`src/rtl/alu_issue_arbiter_if.sv`:
```
// Request, ALU and response bundle of the two-slot ALU issue arbiter.
// slave = arbiter side; master = requesters, ALU and response consumer.
`ifndef LEN_DATA
`define LEN_DATA 64
`endif
`ifndef LEN_TYPE_ALU
`define LEN_TYPE_ALU 5
`endif

interface alu_issue_arbiter_if #(
  parameter int DATA_W = `LEN_DATA,
  parameter int CODE_W = `LEN_TYPE_ALU
);
  logic [1:0]          req_valid;
  logic [1:0]          req_ready;
  logic [2*DATA_W-1:0] req_a;
  logic [2*DATA_W-1:0] req_b;
  logic [2*DATA_W-1:0] req_imm;
  logic [15:0]         req_cin;
  logic [2*CODE_W-1:0] req_code;

  logic                alu_en;
  logic [DATA_W-1:0]   alu_a;
  logic [DATA_W-1:0]   alu_b;
  logic [DATA_W-1:0]   alu_imm;
  logic [7:0]          alu_cin;
  logic [CODE_W-1:0]   alu_code;
  logic [DATA_W-1:0]   alu_result;
  logic [DATA_W-1:0]   alu_ex_result;
  logic                alu_cout;
  logic                alu_rdy;

  logic                rsp_valid;
  logic                rsp_ready;
  logic                rsp_id;
  logic [DATA_W-1:0]   rsp_result;
  logic [DATA_W-1:0]   rsp_ex_result;
  logic                rsp_cout;
  logic                rsp_err;

  modport slave (
    input  req_valid, req_a, req_b, req_imm, req_cin, req_code,
    output req_ready,
    output alu_en, alu_a, alu_b, alu_imm, alu_cin, alu_code,
    input  alu_result, alu_ex_result, alu_cout, alu_rdy,
    output rsp_valid, rsp_id, rsp_result, rsp_ex_result,
    output rsp_cout, rsp_err,
    input  rsp_ready
  );

  modport master (
    output req_valid, req_a, req_b, req_imm, req_cin, req_code,
    input  req_ready,
    input  alu_en, alu_a, alu_b, alu_imm, alu_cin, alu_code,
    output alu_result, alu_ex_result, alu_cout, alu_rdy,
    input  rsp_valid, rsp_id, rsp_result, rsp_ex_result,
    input  rsp_cout, rsp_err,
    output rsp_ready
  );
endinterface

```
`src/rtl/alu_issue_arbiter.sv`:
```
// Round-robin share of one multi-cycle ALU between two issue slots.
// Ports: clk, rst (async, active high), bus (alu_issue_arbiter_if.slave):
//   req_* per-slot requests, alu_* ALU start/operands/results,
//   rsp_* valid/ready response to the served slot.
// Option: define ALU_ISSUE_ARBITER_TIMEOUT_EN to abort a WAIT after
//   TIMEOUT cycles without alu_rdy (response flagged with rsp_err).
`ifndef LEN_DATA
`define LEN_DATA 64
`endif
`ifndef LEN_TYPE_ALU
`define LEN_TYPE_ALU 5
`endif

module alu_issue_arbiter #(
  parameter int DATA_W  = `LEN_DATA,
  parameter int CODE_W  = `LEN_TYPE_ALU,
  parameter int TIMEOUT = 64
) (
  input  logic clk,
  input  logic rst,
  alu_issue_arbiter_if.slave bus
);

  typedef enum logic [1:0] {
    IDLE,
    ISSUE,
    WAIT,
    RESP
  } state_e;

  state_e              state_q, state_d;
  logic                rr_q, rr_d;
  logic                alu_en_q, alu_en_d;
  logic [DATA_W-1:0]   alu_a_q, alu_a_d;
  logic [DATA_W-1:0]   alu_b_q, alu_b_d;
  logic [DATA_W-1:0]   alu_imm_q, alu_imm_d;
  logic [7:0]          alu_cin_q, alu_cin_d;
  logic [CODE_W-1:0]   alu_code_q, alu_code_d;
  logic                rsp_valid_q, rsp_valid_d;
  logic                rsp_id_q, rsp_id_d;
  logic [DATA_W-1:0]   rsp_res_q, rsp_res_d;
  logic [DATA_W-1:0]   rsp_ex_q, rsp_ex_d;
  logic                rsp_cout_q, rsp_cout_d;

`ifdef ALU_ISSUE_ARBITER_TIMEOUT_EN
  localparam int CNT_W = $clog2(TIMEOUT + 1);
  logic [CNT_W-1:0]    cnt_q, cnt_d;
  logic                rsp_err_q, rsp_err_d;
`else
  logic [31:0]         unused_timeout;
  assign unused_timeout = 32'(TIMEOUT);
`endif

  logic any;
  logic win;

  // Pointer slot wins if requesting, otherwise the other slot.
  always_comb begin
    any = |bus.req_valid;
    win = bus.req_valid[rr_q] ? rr_q : ~rr_q;
  end

  // Gated by rst so no grant is visible while reset is held.
  assign bus.req_ready =
    (!rst && state_q == IDLE && any) ?
    (win ? 2'b10 : 2'b01) : 2'b00;

  always_comb begin
    state_d    = state_q;
    rr_d       = rr_q;
    alu_en_d   = 1'b0;
    alu_a_d    = alu_a_q;
    alu_b_d    = alu_b_q;
    alu_imm_d  = alu_imm_q;
    alu_cin_d  = alu_cin_q;
    alu_code_d = alu_code_q;
    rsp_valid_d = rsp_valid_q;
    rsp_id_d   = rsp_id_q;
    rsp_res_d  = rsp_res_q;
    rsp_ex_d   = rsp_ex_q;
    rsp_cout_d = rsp_cout_q;
`ifdef ALU_ISSUE_ARBITER_TIMEOUT_EN
    cnt_d      = cnt_q;
    rsp_err_d  = rsp_err_q;
`endif
    unique case (state_q)
      IDLE: begin
        if (any) begin
          alu_a_d    = win ? bus.req_a[2*DATA_W-1:DATA_W]
                           : bus.req_a[DATA_W-1:0];
          alu_b_d    = win ? bus.req_b[2*DATA_W-1:DATA_W]
                           : bus.req_b[DATA_W-1:0];
          alu_imm_d  = win ? bus.req_imm[2*DATA_W-1:DATA_W]
                           : bus.req_imm[DATA_W-1:0];
          alu_cin_d  = win ? bus.req_cin[15:8]
                           : bus.req_cin[7:0];
          alu_code_d = win ? bus.req_code[2*CODE_W-1:CODE_W]
                           : bus.req_code[CODE_W-1:0];
          rsp_id_d   = win;
          alu_en_d   = 1'b1;
          state_d    = ISSUE;
        end
      end
      ISSUE: begin
        // alu_rdy deliberately ignored here.
        state_d = WAIT;
`ifdef ALU_ISSUE_ARBITER_TIMEOUT_EN
        cnt_d   = '0;
`endif
      end
      WAIT: begin
        if (bus.alu_rdy) begin
          rsp_res_d   = bus.alu_result;
          rsp_ex_d    = bus.alu_ex_result;
          rsp_cout_d  = bus.alu_cout;
          rsp_valid_d = 1'b1;
          state_d     = RESP;
`ifdef ALU_ISSUE_ARBITER_TIMEOUT_EN
          rsp_err_d   = 1'b0;
        end else if (cnt_q == CNT_W'(TIMEOUT - 1)) begin
          rsp_res_d   = '0;
          rsp_ex_d    = '0;
          rsp_cout_d  = 1'b0;
          rsp_err_d   = 1'b1;
          rsp_valid_d = 1'b1;
          state_d     = RESP;
        end else begin
          cnt_d = cnt_q + 1'b1;
`endif
        end
      end
      RESP: begin
        if (bus.rsp_ready) begin
          rsp_valid_d = 1'b0;
          rr_d        = ~rsp_id_q;
          state_d     = IDLE;
        end
      end
      default: state_d = IDLE;
    endcase
  end

  always_ff @(posedge clk or posedge rst) begin
    if (rst) begin
      state_q     <= IDLE;
      rr_q        <= 1'b0;
      alu_en_q    <= 1'b0;
      alu_a_q     <= '0;
      alu_b_q     <= '0;
      alu_imm_q   <= '0;
      alu_cin_q   <= '0;
      alu_code_q  <= '0;
      rsp_valid_q <= 1'b0;
      rsp_id_q    <= 1'b0;
      rsp_res_q   <= '0;
      rsp_ex_q    <= '0;
      rsp_cout_q  <= 1'b0;
`ifdef ALU_ISSUE_ARBITER_TIMEOUT_EN
      cnt_q       <= '0;
      rsp_err_q   <= 1'b0;
`endif
    end else begin
      state_q     <= state_d;
      rr_q        <= rr_d;
      alu_en_q    <= alu_en_d;
      alu_a_q     <= alu_a_d;
      alu_b_q     <= alu_b_d;
      alu_imm_q   <= alu_imm_d;
      alu_cin_q   <= alu_cin_d;
      alu_code_q  <= alu_code_d;
      rsp_valid_q <= rsp_valid_d;
      rsp_id_q    <= rsp_id_d;
      rsp_res_q   <= rsp_res_d;
      rsp_ex_q    <= rsp_ex_d;
      rsp_cout_q  <= rsp_cout_d;
`ifdef ALU_ISSUE_ARBITER_TIMEOUT_EN
      cnt_q       <= cnt_d;
      rsp_err_q   <= rsp_err_d;
`endif
    end
  end

  assign bus.alu_en        = alu_en_q;
  assign bus.alu_a         = alu_a_q;
  assign bus.alu_b         = alu_b_q;
  assign bus.alu_imm       = alu_imm_q;
  assign bus.alu_cin       = alu_cin_q;
  assign bus.alu_code      = alu_code_q;
  assign bus.rsp_valid     = rsp_valid_q;
  assign bus.rsp_id        = rsp_id_q;
  assign bus.rsp_result    = rsp_res_q;
  assign bus.rsp_ex_result = rsp_ex_q;
  assign bus.rsp_cout      = rsp_cout_q;
`ifdef ALU_ISSUE_ARBITER_TIMEOUT_EN
  assign bus.rsp_err       = rsp_err_q;
`else
  assign bus.rsp_err       = 1'b0;
`endif

endmodule

```
`src/flat_wrapper.sv`:
```
// flat-port wrapper written by rule: the top's interface ports become plain ports
module alu_issue_arbiter_flat 
#(
  parameter int DATA_W  = `LEN_DATA,
  parameter int CODE_W  = `LEN_TYPE_ALU,
  parameter int TIMEOUT = 64
)
  (clk, rst, bus_req_valid, bus_req_a, bus_req_b, bus_req_imm, bus_req_cin, bus_req_code, bus_req_ready, bus_alu_en, bus_alu_a, bus_alu_b, bus_alu_imm, bus_alu_cin, bus_alu_code, bus_alu_result, bus_alu_ex_result, bus_alu_cout, bus_alu_rdy, bus_rsp_valid, bus_rsp_id, bus_rsp_result, bus_rsp_ex_result, bus_rsp_cout, bus_rsp_err, bus_rsp_ready);
  alu_issue_arbiter_if #(.DATA_W(DATA_W), .CODE_W(CODE_W)) bus_i ();
  input  logic clk;
  input  logic rst;
  input wire logic [$bits(bus_i.req_valid)-1:0] bus_req_valid;
  input wire logic [$bits(bus_i.req_a)-1:0] bus_req_a;
  input wire logic [$bits(bus_i.req_b)-1:0] bus_req_b;
  input wire logic [$bits(bus_i.req_imm)-1:0] bus_req_imm;
  input wire logic [$bits(bus_i.req_cin)-1:0] bus_req_cin;
  input wire logic [$bits(bus_i.req_code)-1:0] bus_req_code;
  output wire logic [$bits(bus_i.req_ready)-1:0] bus_req_ready;
  output wire logic [$bits(bus_i.alu_en)-1:0] bus_alu_en;
  output wire logic [$bits(bus_i.alu_a)-1:0] bus_alu_a;
  output wire logic [$bits(bus_i.alu_b)-1:0] bus_alu_b;
  output wire logic [$bits(bus_i.alu_imm)-1:0] bus_alu_imm;
  output wire logic [$bits(bus_i.alu_cin)-1:0] bus_alu_cin;
  output wire logic [$bits(bus_i.alu_code)-1:0] bus_alu_code;
  input wire logic [$bits(bus_i.alu_result)-1:0] bus_alu_result;
  input wire logic [$bits(bus_i.alu_ex_result)-1:0] bus_alu_ex_result;
  input wire logic [$bits(bus_i.alu_cout)-1:0] bus_alu_cout;
  input wire logic [$bits(bus_i.alu_rdy)-1:0] bus_alu_rdy;
  output wire logic [$bits(bus_i.rsp_valid)-1:0] bus_rsp_valid;
  output wire logic [$bits(bus_i.rsp_id)-1:0] bus_rsp_id;
  output wire logic [$bits(bus_i.rsp_result)-1:0] bus_rsp_result;
  output wire logic [$bits(bus_i.rsp_ex_result)-1:0] bus_rsp_ex_result;
  output wire logic [$bits(bus_i.rsp_cout)-1:0] bus_rsp_cout;
  output wire logic [$bits(bus_i.rsp_err)-1:0] bus_rsp_err;
  input wire logic [$bits(bus_i.rsp_ready)-1:0] bus_rsp_ready;
  assign bus_i.req_valid = bus_req_valid;
  assign bus_i.req_a = bus_req_a;
  assign bus_i.req_b = bus_req_b;
  assign bus_i.req_imm = bus_req_imm;
  assign bus_i.req_cin = bus_req_cin;
  assign bus_i.req_code = bus_req_code;
  assign bus_req_ready = bus_i.req_ready;
  assign bus_alu_en = bus_i.alu_en;
  assign bus_alu_a = bus_i.alu_a;
  assign bus_alu_b = bus_i.alu_b;
  assign bus_alu_imm = bus_i.alu_imm;
  assign bus_alu_cin = bus_i.alu_cin;
  assign bus_alu_code = bus_i.alu_code;
  assign bus_i.alu_result = bus_alu_result;
  assign bus_i.alu_ex_result = bus_alu_ex_result;
  assign bus_i.alu_cout = bus_alu_cout;
  assign bus_i.alu_rdy = bus_alu_rdy;
  assign bus_rsp_valid = bus_i.rsp_valid;
  assign bus_rsp_id = bus_i.rsp_id;
  assign bus_rsp_result = bus_i.rsp_result;
  assign bus_rsp_ex_result = bus_i.rsp_ex_result;
  assign bus_rsp_cout = bus_i.rsp_cout;
  assign bus_rsp_err = bus_i.rsp_err;
  assign bus_i.rsp_ready = bus_rsp_ready;
  alu_issue_arbiter #(.DATA_W(DATA_W), .CODE_W(CODE_W), .TIMEOUT(TIMEOUT)) u_core (.clk(clk), .rst(rst), .bus(bus_i));
endmodule
```
`config.mk`:
```
export PLATFORM = sky130hd
export DESIGN_NAME = alu_issue_arbiter_flat
export DESIGN_NICKNAME = d
export VERILOG_FILES = /design/src/rtl/alu_issue_arbiter_if.sv /design/src/rtl/alu_issue_arbiter.sv /design/src/flat_wrapper.sv
export SDC_FILE = /design/constraint.sdc
export NUM_CORES = 1
export LEC_CHECK = 0
export ABC_CLOCK_PERIOD_IN_PS = 12500
export CORE_AREA = 2 2 346 348
export CTS_CLUSTER_DIAMETER = 100
export DETAILED_ROUTE_END_ITERATION = 6
export DIE_AREA = 0 0 348 350
export GPL_ROUTABILITY_DRIVEN = 0
export HOLD_SLACK_MARGIN = 0.03
export PLACE_DENSITY = 0.42
export SYNTH_ARGS = -nofsm -noshare
export SYNTH_HDL_FRONTEND = slang
export SYNTH_SLANG_ARGS = --single-unit
```
`constraint.sdc`:
```
create_clock -name clk -period 12.5 [get_ports clk]
set_clock_uncertainty 0.1 [all_clocks]
set_input_delay 2.5 -clock clk [delete_from_list [all_inputs] [get_ports clk]]
set_output_delay 2.5 -clock clk [all_outputs]
set_load 0.03 [all_outputs]
```
[After elaboration in Yosys (flattened, before gate mapping)]
Cells that the tools add are included.
Word-level totals
  register bits: 340
  bits of input ports: 545
  output and inout port bits: 340
  logic and storage cells: 52
Cells by class
  magnitude comparators: 1
  eq/ne operators: 6
  multiplexer cells: 19
  bitwise gates (word level): 2
  reductions and logical operators: 11
Operators with widths (number)
  $mux 64: 3
  $mux 2: 5
  $mux 8: 1
  $pmux 2 s4: 1
  $mux 1: 7
  $reduce_and 2->1: 3
  $reduce_and 3->1: 2
  $mux 5: 1
  $eq 2x2->1 const B: 2
  $ne 2x2->1 const B: 2
  $eq 2x1->1 const B: 1
  $logic_and 1x1->1: 2
  $logic_not 2->1: 1
  $lt 1x2->1 const B: 1
  $ne 2x1->1 const B: 1
  $not 1->1: 2
  $pmux 1 s2: 1
  $reduce_bool 2->1: 1
  $reduce_or 2->1: 1
  $logic_not 1->1: 1

[Depth between registers and ports, before layout]
Gate-level depths: netlist (run 1).
  depth after elaboration: 5
  mapped depth: 7
  mapped depth without buffers: 5

[Worst setup path after synthesis (run 1)]
Ideal clock, no wire load.
  kind: input-to-output
  start point: input port bus_req_valid[1]
  end point: output port bus_req_ready[0]
  arrival: 3524 ps
  required time: 9900 ps
  slack: 6376 ps
  cell stages on the path: 5
  path buffers: 2
  cells stage by stage: nand2_1 nand3_1 buf_2 buf_2 nor2_1
On the way
  longest elaborated chain between the ends: 5
  elaborated cells between the ends (all ways): 7
  those cells by class: mux: 5; reduce/logical: 2
Ends and longest elaborated chain
  start, declared: line flat_wrapper.sv:12  | input wire logic [$bits(bus_i.req_valid)-1:0] bus_req_valid;
  $mux 1 (implied by the code) (2 in series): line alu_issue_arbiter.sv:60  | win = bus.req_valid[rr_q] ? rr_q : ~rr_q;
  $mux 1: line alu_issue_arbiter.sv:60
  $mux 2: line alu_issue_arbiter.sv:66  | (win ? 2'b10 : 2'b01) : 2'b00;
  $mux 2 *: line alu_issue_arbiter.sv:65  | (!rst && state_q == IDLE && any) ?
  end, declared: line flat_wrapper.sv:18  | output wire logic [$bits(bus_i.req_ready)-1:0] bus_req_ready;
Mark *: on every way between the ends. The rest lies on a longest branch, timed or not. The select of a mux whose other input is x is not followed.

[Worst setup path after layout (run 1)]
  start point: input port bus_req_valid[0]
  end point: output port bus_req_ready[1]
The elaborated chain is that of the path after synthesis.

==> run_results.csv, run 1 <==
group,metric,value,unit
run_status,status,"complete, no violations",
hold_path,hp-start,"u_core.bus.rsp_ex_result[15]$_DFFE_PP0P_",
clocking,cts_resized,0,
pwr,p_per_area,282.7,mW/mm²
sta,max_freq,134.2,MHz
clocking,insertion_delay,610,ps
placed_design,place_hpwl,56.28,mm
drt,met2WireLength,36.07,mm
setup_path,critPathMaxFanout,25,
clocking,clockRootBuffer,"clkbuf_16",
drt,detail-route-antenna-nets,0,
clocking,cts_sinks,340,
setup_path,crit_path_max_incr_delay,790,ps
finish,final_area,0.02653,mm²
hold_path,hold_class,"register to register",
setup_path,arrival,4850,ps
clocking,cts_tree,"done",
finish,syn_to_final_growth,87.86,%
floorplan,die_y,350,µm
grt,grt_pass1_wl,101.1,mm
grt,grt_start_max_net_pins,116,
run,drv_cap,0,
sta,finalHoldViolCount,0,
setup_path,required,9900,ps
finish,final_layout_size_suffix_gt1_frac,0.2308,
pwr,power_frac_seq,0.265,
sta,slew_viol_final,0,
grt,track_usage,0.1142,
pwr,comb_power_share,0.523,
drt,drc_errors,0,
drt,viasPerCell,3.573,
floorplan,die_area,0.1218,mm²
setup_path,path_cells,"clkdlybuf4s50_1 -> inv_1 -> o211ai_4 -> nor2_1 -> clkdlybuf4s50_1",
setup_path,critPathSlowestCell,"o211ai_4",
setup_path,crit_top_cell,"clkdlybuf4s50_1",
synthesis,seq_area_frac_synth,0.6026,
drt,first_pass_iters,5,
clocking,path_clk_slew,50,ps
clocking,cts-htree-levels,2,
grt,antenna_found_initial,15,
pwr,p_leak,10.14,nW
sta,hold_ws,401.7,ps
floorplan,rows,126,
pwr,finalPower,0.007498,W
sta,post-route-period-util,0.5962,
pwr,switching_share,0.3989,
pwr,peakVddDrop,0.0001051,V
grt,grt_pass1_vias,13530,
sta,worstMarginPinSlew,993.4,ps
synthesis,ys_seq_elements,340,
placed_design,port_buffers,883,
placed_design,placed_area,0.02468,mm²
drt,drt_wl_total,73.32,mm
pwr,p_int,0.004507,W
setup_path,critical_path_class,"input pin to primary output",
clocking,cts_buffers,48,
synthesis,synth_warnings,0,
floorplan,initial_core_util,0.1199,
finish,final_cell_mix,"clkdlybuf4s50_1, dfrtp_1, o221a_2, nand2b_1, mux2_2",
synthesis,syn_inst,989,
drt,top_layer_used,"met5",
synthesis,synth_fp_nets,1537,
clocking,cts_hold_buffers,0,
sta,max_slew_margin,0.3377,
setup_path,end_kind,"primary output",
drt,met3_length,6.707,mm
floorplan,dieWidth,348,µm
drt,wl_per_cell,21.32,µm
floorplan,core-area,0.1178,mm²
drt,drt_first_iter_violations,598,
drt,num_vias,12290,
pwr,p_sw,0.002991,W
synthesis,syn_area,0.01412,mm²
synthesis,syn_avg_cell_area,14.28,µm²
setup_path,cp-start-kind,"input pin",
sta,rsz0062_at_grt,"no",
finish,postLayoutCoreUtil,0.2252,
clocking,post_cts_buffers,0,
setup_path,r2r_start,"u_core.state_q[0]$_DFFE_PP0P_",
finish,nNetsFinal,2406,
drt,routedLengthMet1,28.43,mm
synthesis,synth_cell_type_count,25,
sta,setup_viol,0,
grt,grt_overflow,0,
sta,tns,0,ps
pwr,p_clk_frac,0.212,
floorplan,ios,885,
finish,final_common_cell,"clkdlybuf4s50_1",
clocking,clk_path_buf_depth,3,
sta,period_minus_slack,7453,ps
setup_path,cp-startpoint,"bus_req_valid[0]",
==> sequential cells by signal (all words and copies together) (netlist names) <==
register / cells
u_core.bus.alu_a: 64
u_core.bus.alu_b: 64
u_core.bus.alu_cin: 8
u_core.bus.alu_code: 5
u_core.bus.alu_en: 1
u_core.bus.alu_imm: 64
u_core.bus.rsp_cout: 1
u_core.bus.rsp_ex_result: 64
u_core.bus.rsp_id: 1
u_core.bus.rsp_result: 64
u_core.bus.rsp_valid: 1
u_core.rr_q: 1
u_core.state_q: 2
==> per-stage QoR <==
step,instances,setup slack (ps)
after floorplan,989,476.7
after global placement,3344,4841
after detailed placement,3344,4961
after CTS,3434,4954
after global routing,3438,4927
final,3439,5047
==> cells in the mapped netlist <==
library cell  number  area share
inv_1              7      0.0019
o21ai_0            1     0.00035
nand3_1            1     0.00035
buf_2             43       0.015
nor2_1             3     0.00080
clkbuf_1          36      0.0096
nor2b_1            1     0.00044
dfrtp_1          340        0.60
buf_4              1     0.00053
mux2_2           130        0.10
o21a_1             1     0.00053
o32a_1             1     0.00071
or2b_1             9      0.0048
conb_1             1     0.00027
nand2b_1         196       0.087
ha_1               3      0.0027
o211ai_2           1     0.00089
a221oi_1           1     0.00062
o21ai_4            1      0.0012
nand2_1            2     0.00053
o2bb2ai_1          1     0.00062
a31oi_1            1     0.00044
o221a_2          205        0.16
a21oi_1            2     0.00071
clkbuf_2           1     0.00035
==> cell type report <==
type,instances,area [µm²]
clock inverter,21,420.4
sequential,340,8508
multi-input combinational,561,5251
antenna,5,12.51
fill,12490,91240
tap,1536,1922
timing repair buffer,900,8966
inverter,7,33.78
clock buffer,69,1411
==> critical path, delay by kind of cell <==
kind,cells,cell delay [ps]
compound gates,1,790
buf+inv,3,1450
simple gates,1,90
==> per-layer routing <==
layer	up-vias	GRT usage
li1	5462	-
met1	6153	0.1290
met2	569	0.1954
met3	100	0.04508
met4	4	0.03887
met5	-	0
==> power by group through the flow <==
| stage | combinational [W] | clock (W) | sequential (W) |
|---|---|---|---|
| after floorplan | 0.00118 | 0 | 0.00299 |
| after global placement | 0.00396 | 0 | 0.00198 |
| after CTS | 0.00400 | 0.00165 | 0.00199 |
| after global routing | 0.00413 | 0.00170 | 0.00205 |
| final | 0.00392 | 0.00159 | 0.00199 |
| after detailed placement | 0.00398 | 0 | 0.00198 |
==> cell families after synthesis <==
logic type,share of synthesized area
AOI/OAI and AO/OA,0.1695
adders and majority gates,0.002659
buffers and inverters,0.02756
DFF,0.6026
muxes,0.1037
other,0.0002656
and+or+nand+nor,0.09375
==> worst paths after layout <==
path	endpoint	slack [ps]	cells past startpoint
max in group asynchronous	u_core.bus.alu_b[54]$_DFFE_PP0P_	7440	4
hold / removal	u_core.bus.rsp_ex_result[15]$_DFFE_PP0P_	400	1
setup / recovery	bus_req_ready[1]	5050	5
min in group asynchronous	u_core.bus.alu_b[8]$_DFFE_PP0P_	2440	2
hold reg to reg	u_core.bus.rsp_ex_result[15]$_DFFE_PP0P_	400	1
setup reg to reg	u_core.bus.alu_b[50]$_DFFE_PP0P_	9190	7
Power figures use the tool's default switching activity.
==> run 2, diff against run 1 <==
--- a/config.mk
+++ b/config.mk
@@ -5,14 +5,14 @@
 export SDC_FILE = /design/constraint.sdc
 export NUM_CORES = 1
 export LEC_CHECK = 0
-export ABC_CLOCK_PERIOD_IN_PS = 12500
+export ABC_CLOCK_PERIOD_IN_PS = 7600
 export CORE_AREA = 2 2 346 348
 export CTS_CLUSTER_DIAMETER = 100
 export DETAILED_ROUTE_END_ITERATION = 6
 export DIE_AREA = 0 0 348 350
 export GPL_ROUTABILITY_DRIVEN = 0
 export HOLD_SLACK_MARGIN = 0.03
-export PLACE_DENSITY = 0.42
+export PLACE_DENSITY = 0.41
 export SYNTH_ARGS = -nofsm -noshare
 export SYNTH_HDL_FRONTEND = slang
 export SYNTH_SLANG_ARGS = --single-unit
==> constraint.sdc (replaced) <==
create_clock -name clk -period 7.6 [get_ports clk]
set_clock_uncertainty 0.1 [all_clocks]
set_input_delay 1.52 -clock clk [delete_from_list [all_inputs] [get_ports clk]]
set_output_delay 1.52 -clock clk [all_outputs]
set_load 0.03 [all_outputs]
==> run_results.csv, run 2 (same netlist as run 1, synthesis figures left out) <==
group,metric,value,unit
run,drv_cap,0,
drt,drt_first_iter_violations,658,
setup_path,required,5980,ps
setup_path,end_kind,"primary output",
setup_path,critPathMaxFanout,39,
clocking,cts_hold_buffers,0,
clocking,clockRootBuffer,"clkbuf_16",
setup_path,cp-start-kind,"input pin",
setup_path,crit_path_max_incr_delay,700,ps
setup_path,crit_top_cell,"clkdlybuf4s50_1",
floorplan,dieWidth,348,µm
grt,grt_pass1_vias,13600,
hold_path,hold_class,"register to register",
drt,first_pass_iters,5,
clocking,cts-htree-levels,2,
sta,worstMarginPinSlew,991.0,ps
drt,viasPerCell,3.560,
placed_design,post-place-ws,2248,ps
sta,max_slew_margin,0.3393,
finish,nNetsFinal,2403,
hold_path,hp-start,"u_core.bus.rsp_ex_result[41]$_DFFE_PP0P_",
grt,antenna_found_initial,16,
clocking,cts_resized,0,
sta,finalHoldViolCount,0,
pwr,finalPower,0.01186,W
setup_path,path_cells,"clkdlybuf4s50_1 -> nand2_1 -> nand3_4 -> nor2_1 -> clkdlybuf4s50_1",
floorplan,rows,126,
sta,worst_slack,2291,ps
drt,num_vias,12220,
sta,max_freq,188.4,MHz
floorplan,ios,885,
clocking,path_clk_slew,50,ps
setup_path,crit_family,"buffers and inverters",
grt,grt_start_max_net_pins,126,
drt,wl_per_cell,20.81,µm
placed_design,post-place-cells,3344,
hold_path,hold_end,"u_core.bus.rsp_ex_result[41]$_DFFE_PP0P_",
floorplan,initial_core_util,0.1199,
sta,rsz0062_at_grt,"no",
hold_path,hold-path-cell-count,1,
drt,detail-route-antenna-nets,0,
finish,final_layout_size_suffix_gt1_frac,0.2250,
grt,grt_overflow,0,
floorplan,die_y,350,µm
sta,setup_viol,0,
placed_design,place_hpwl,54.60,mm
setup_path,reg2reg_slack,4250,ps
finish,syn_to_final_growth,85.56,%
sta,tns,0,ps
clocking,cts_buffers,45,
setup_path,critPathBufInv,2,
setup_path,cp-startpoint,"bus_req_valid[1]",
pwr,peakVddDrop,0.0002042,V
drt,drt_wl_total,71.44,mm
grt,track_usage,0.1113,
clocking,cts_sinks,340,
floorplan,die_area,0.1218,mm²
sta,post-route-period-util,0.6985,
finish,final_area,0.02620,mm²
pwr,p_leak,9.977,nW
setup_path,arrival,3690,ps
clocking,cts_tree,"done",
finish,final_common_cell,"clkdlybuf4s50_1",
clocking,post_cts_buffers,0,
floorplan,core-area,0.1178,mm²
drt,drc_errors,0,
placed_design,port_buffers,883,
setup_path,reg2regPathDepth,6,
sta,slew_viol_final,0,
clocking,insertion_delay,600,ps
setup_path,critical_path_class,"input pin to primary output",
clocking,clk_path_buf_depth,3,
placed_design,placed_area,0.02473,mm²
grt,grt_pass1_wl,99.11,mm
sta,period_minus_slack,5309,ps
run_status,status,"complete, no violations",
setup_path,r2r_start,"u_core.state_q[0]$_DFFE_PP0P_",
finish,final_cell_mix,"clkdlybuf4s50_1, dfrtp_1, o221a_2, nand2b_1, mux2_2",
setup_path,critPathSlowestCell,"clkdlybuf4s50_1",
finish,fin_cells,3433,
setup_path,r2r_end,"u_core.bus.alu_imm[7]$_DFFE_PP0P_",
pwr,p_per_area,452.7,mW/mm²
run 2: cell types whose count changed in the layout (fill, tap and decap cells not counted), sizes merged:
cell / before / now
bufinv: 11 / 3
clkbuf: 69 / 65
clkinv: 6 / 10
diode: 5 / 8
inv: 11 / 9
clkinvlp: 0 / 1
run 2: worst register-to-register path: stages (launching register included):
cell,delay [ps]
dfrtp_1,380
inv_1,80
ha_1,330
nand3_4,460
buf_4,630
buf_4,850
o221a_2,470
run 2: power breakdown:
part           internal, W  switching, W  leakage (nW)  total, W
logic              0.00302       0.00340          5.42   0.00642
clock network      0.00126      0.000877         0.721   0.00214
registers          0.00273      0.000573          3.84   0.00330
total              0.00701       0.00485          9.98    0.0119
run 2: cell type report:
cell class                 count  area (µm²)
fill                       12480       91570
timing repair buffer         900        9016
sequential                   340        8508
multi-input combinational    561        5251
tap                         1536        1922
clock buffer                  65        1271
clock inverter                16       181.4
inverter                       7       30.03
antenna                        8       20.02
run 2: how the worst max path moves through the flow:
stage	endpoint	slack [ps]	cells after the start
finish	bus_req_ready[0]	2290	5
global route	bus_req_ready[0]	2150	5
CTS	bus_req_ready[0]	2240	5
detailed placement	bus_req_ready[0]	2250	5
global placement	bus_req_ready[0]	2150	5
floorplan	u_core.bus.alu_a[0]$_DFFE_PP0P_	1430	1
run 2: through the flow:
stage | utilization | hold WS, ps
final | 0.2225 | 401.2
after floorplan | - | 399.6
after detailed placement | 0.2100 | 392.4
after global routing | 0.2225 | 411.0
after CTS | 0.2223 | 405.0
after global placement | 0.2100 | 388.1
run 2: per-layer routing:
layer,global-route usage,routed length (µm),vias to the layer above
met4,0.04629,2277,6
li1,-,-,5462
met3,0.03918,5999,101
met5,0,41,-
met1,0.1249,27400,6118
met2,0.1912,35730,534
==> run 3, diff against run 2 <==
--- a/config.mk
+++ b/config.mk
@@ -5,14 +5,14 @@
 export SDC_FILE = /design/constraint.sdc
 export NUM_CORES = 1
 export LEC_CHECK = 0
-export ABC_CLOCK_PERIOD_IN_PS = 7600
+export ABC_CLOCK_PERIOD_IN_PS = 4700
 export CORE_AREA = 2 2 346 348
 export CTS_CLUSTER_DIAMETER = 100
 export DETAILED_ROUTE_END_ITERATION = 6
 export DIE_AREA = 0 0 348 350
 export GPL_ROUTABILITY_DRIVEN = 0
 export HOLD_SLACK_MARGIN = 0.03
-export PLACE_DENSITY = 0.41
+export PLACE_DENSITY = 0.42
 export SYNTH_ARGS = -nofsm -noshare
 export SYNTH_HDL_FRONTEND = slang
 export SYNTH_SLANG_ARGS = --single-unit
==> constraint.sdc (replaced) <==
create_clock -name clk -period 4.7 [get_ports clk]
set_clock_uncertainty 0.1 [all_clocks]
set_input_delay 0.94 -clock clk [delete_from_list [all_inputs] [get_ports clk]]
set_output_delay 0.94 -clock clk [all_outputs]
set_load 0.03 [all_outputs]
==> run_results.csv, run 3 (same netlist as run 1, synthesis figures left out) <==
group,metric,value,unit
finish,final_cell_mix,"clkdlybuf4s50_1, dfrtp_1, o221a_2, nand2b_1, mux2_2",
setup_path,r2r_start,"u_core.state_q[0]$_DFFE_PP0P_",
pwr,finalPower,0.01919,W
finish,fin_cells,3438,
grt,grt_util_met2,0.1991,
placed_design,post-place-cells,3353,
finish,final_common_cell,"clkdlybuf4s50_1",
pwr,peakVddDrop,0.0002783,V
setup_path,reg2regPathDepth,6,
grt,use_met1,0.1287,
finish,syn_to_final_growth,86.42,%
sta,finalHoldViolCount,0,
pwr,p_leak,10.04,nW
floorplan,die_y,350,µm
sta,max_slew_margin,0.4032,
finish,postLayoutCoreUtil,0.2235,
clocking,cts_sinks,340,
drt,drt_first_iter_violations,637,
drt,drt_wl_total,73.17,mm
floorplan,rows,126,
floorplan,die_area,0.1218,mm²
clocking,clk_path_buf_depth,3,
clocking,cts_resized,0,
pwr,p_per_area,729.0,mW/mm²
sta,worstMarginPinSlew,893.3,ps
grt,antenna_found_initial,18,
clocking,cts_buffers,47,
finish,final_area,0.02632,mm²
grt,grt_pass1_vias,13600,
grt,busiest_layer,"met2",
placed_design,port_buffers,883,
hold_path,hp-start,"u_core.bus.rsp_ex_result[15]$_DFFE_PP0P_",
clocking,insertion_delay,590,ps
setup_path,cp-start-kind,"input pin",
clocking,post_cts_buffers,0,
finish,nNetsFinal,2414,
hold_path,hold-path-cell-count,1,
drt,wl_per_cell,21.28,µm
hold_path,hold_class,"register to register",
clocking,clockRootBuffer,"clkbuf_16",
floorplan,dieWidth,348,µm
drt,viasPerCell,3.571,
sta,period_minus_slack,3927,ps
sta,post-route-period-util,0.8354,
floorplan,ios,885,
setup_path,end_kind,"primary output",
grt,grt_pass1_wl,101.5,mm
hold_path,hold_end,"u_core.bus.rsp_ex_result[15]$_DFFE_PP0P_",
drt,first_pass_iters,6,
finish,final_layout_size_suffix_gt1_frac,0.2290,
setup_path,cp-startpoint,"bus_req_valid[0]",
finish,fill_cells,12500,
setup_path,required,3660,ps
run_status,status,"complete, no violations",
clocking,cts_tree,"done",
setup_path,critical_path_class,"input pin to primary output",
clocking,path_clk_slew,60,ps
setup_path,reg2reg_slack,1860,ps
floorplan,initial_core_util,0.1199,
drt,num_vias,12280,
setup_path,arrival,2890,ps
sta,rsz0062_at_grt,"no",
run,drv_cap,0,
drt,detail-route-antenna-nets,0,
grt,grt_start_max_net_pins,107,
sta,max_freq,254.7,MHz
grt,grt.met3_usage,0.04045,
clocking,cts-htree-levels,2,
clocking,cts_hold_buffers,0,
setup_path,critPathMaxFanout,4,
floorplan,core-area,0.1178,mm²
setup_path,r2r_end,"u_core.bus.alu_b[53]$_DFFE_PP0P_",
sta,slew_viol_final,0,
sta,setup_viol,0,
drt,drc_errors,0,
placed_design,placed_area,0.02487,mm²
grt,track_usage,0.1146,
grt,grt_overflow,0,
placed_design,place_hpwl,56.06,mm
==> run 3: worst max path at each step <==
stage,endpoint
final,bus_req_ready[1]
after detailed placement,u_core.bus.alu_imm[5]$_DFFE_PP0P_
after global placement,u_core.bus.alu_b[53]$_DFFE_PP0P_
after CTS,bus_req_ready[1]
after global routing,bus_req_ready[1]
after floorplan,u_core.bus.alu_a[0]$_DFFE_PP0P_
==> run 3: routing by layer <==
layer	routed length [µm]	vias up
li1	-	5485
met1	27850	6095
met2	37160	593
met3	6130	97
met4	1970	8
met5	60	-
==> run 3: layout make-up <==
class                           instances  area [µm²]  area share
Multi-Input combinational cell        561        5251      0.1995
Antenna cell                            7       17.52   0.0006655
Clock inverter                         10       68.82    0.002614
Timing Repair Buffer                  909        9159      0.3480
Inverter                                7       30.03    0.001141
Tap cell                             1536        1922     0.07301
Sequential cell                       340        8508      0.3232
Clock buffer                           68        1365     0.05186
==> run 3: per-stage QoR <==
stage                     hold WS (ps)  setup TNS, ps  setup slack [ps]
final                            403.5              0             773.5
after global routing             411.2              0             690.9
after CTS                        405.6              0             706.9
after detailed placement         392.8              0             604.2
after global placement           388.2              0             613.2
after floorplan                  399.6        -301420            -886.5
==> run 3: power by group <==
group / total (W) / internal (W) / leakage, nW / switching, W
Combinational: 0.0105 / 0.00493 / 5.49 / 0.00553
Clock: 0.00342 / 0.00200 / 0.712 / 0.00142
Sequential: 0.00531 / 0.00441 / 3.84 / 0.000893
Total: 0.0192 / 0.0113 / 10.0 / 0.00785
==> run 3: worst max-delay path: stages <==
cell and delay (ps):
clkdlybuf4s50_1 720, inv_1 140, o211ai_4 370, nor2_1 90
clkdlybuf4s50_1 610
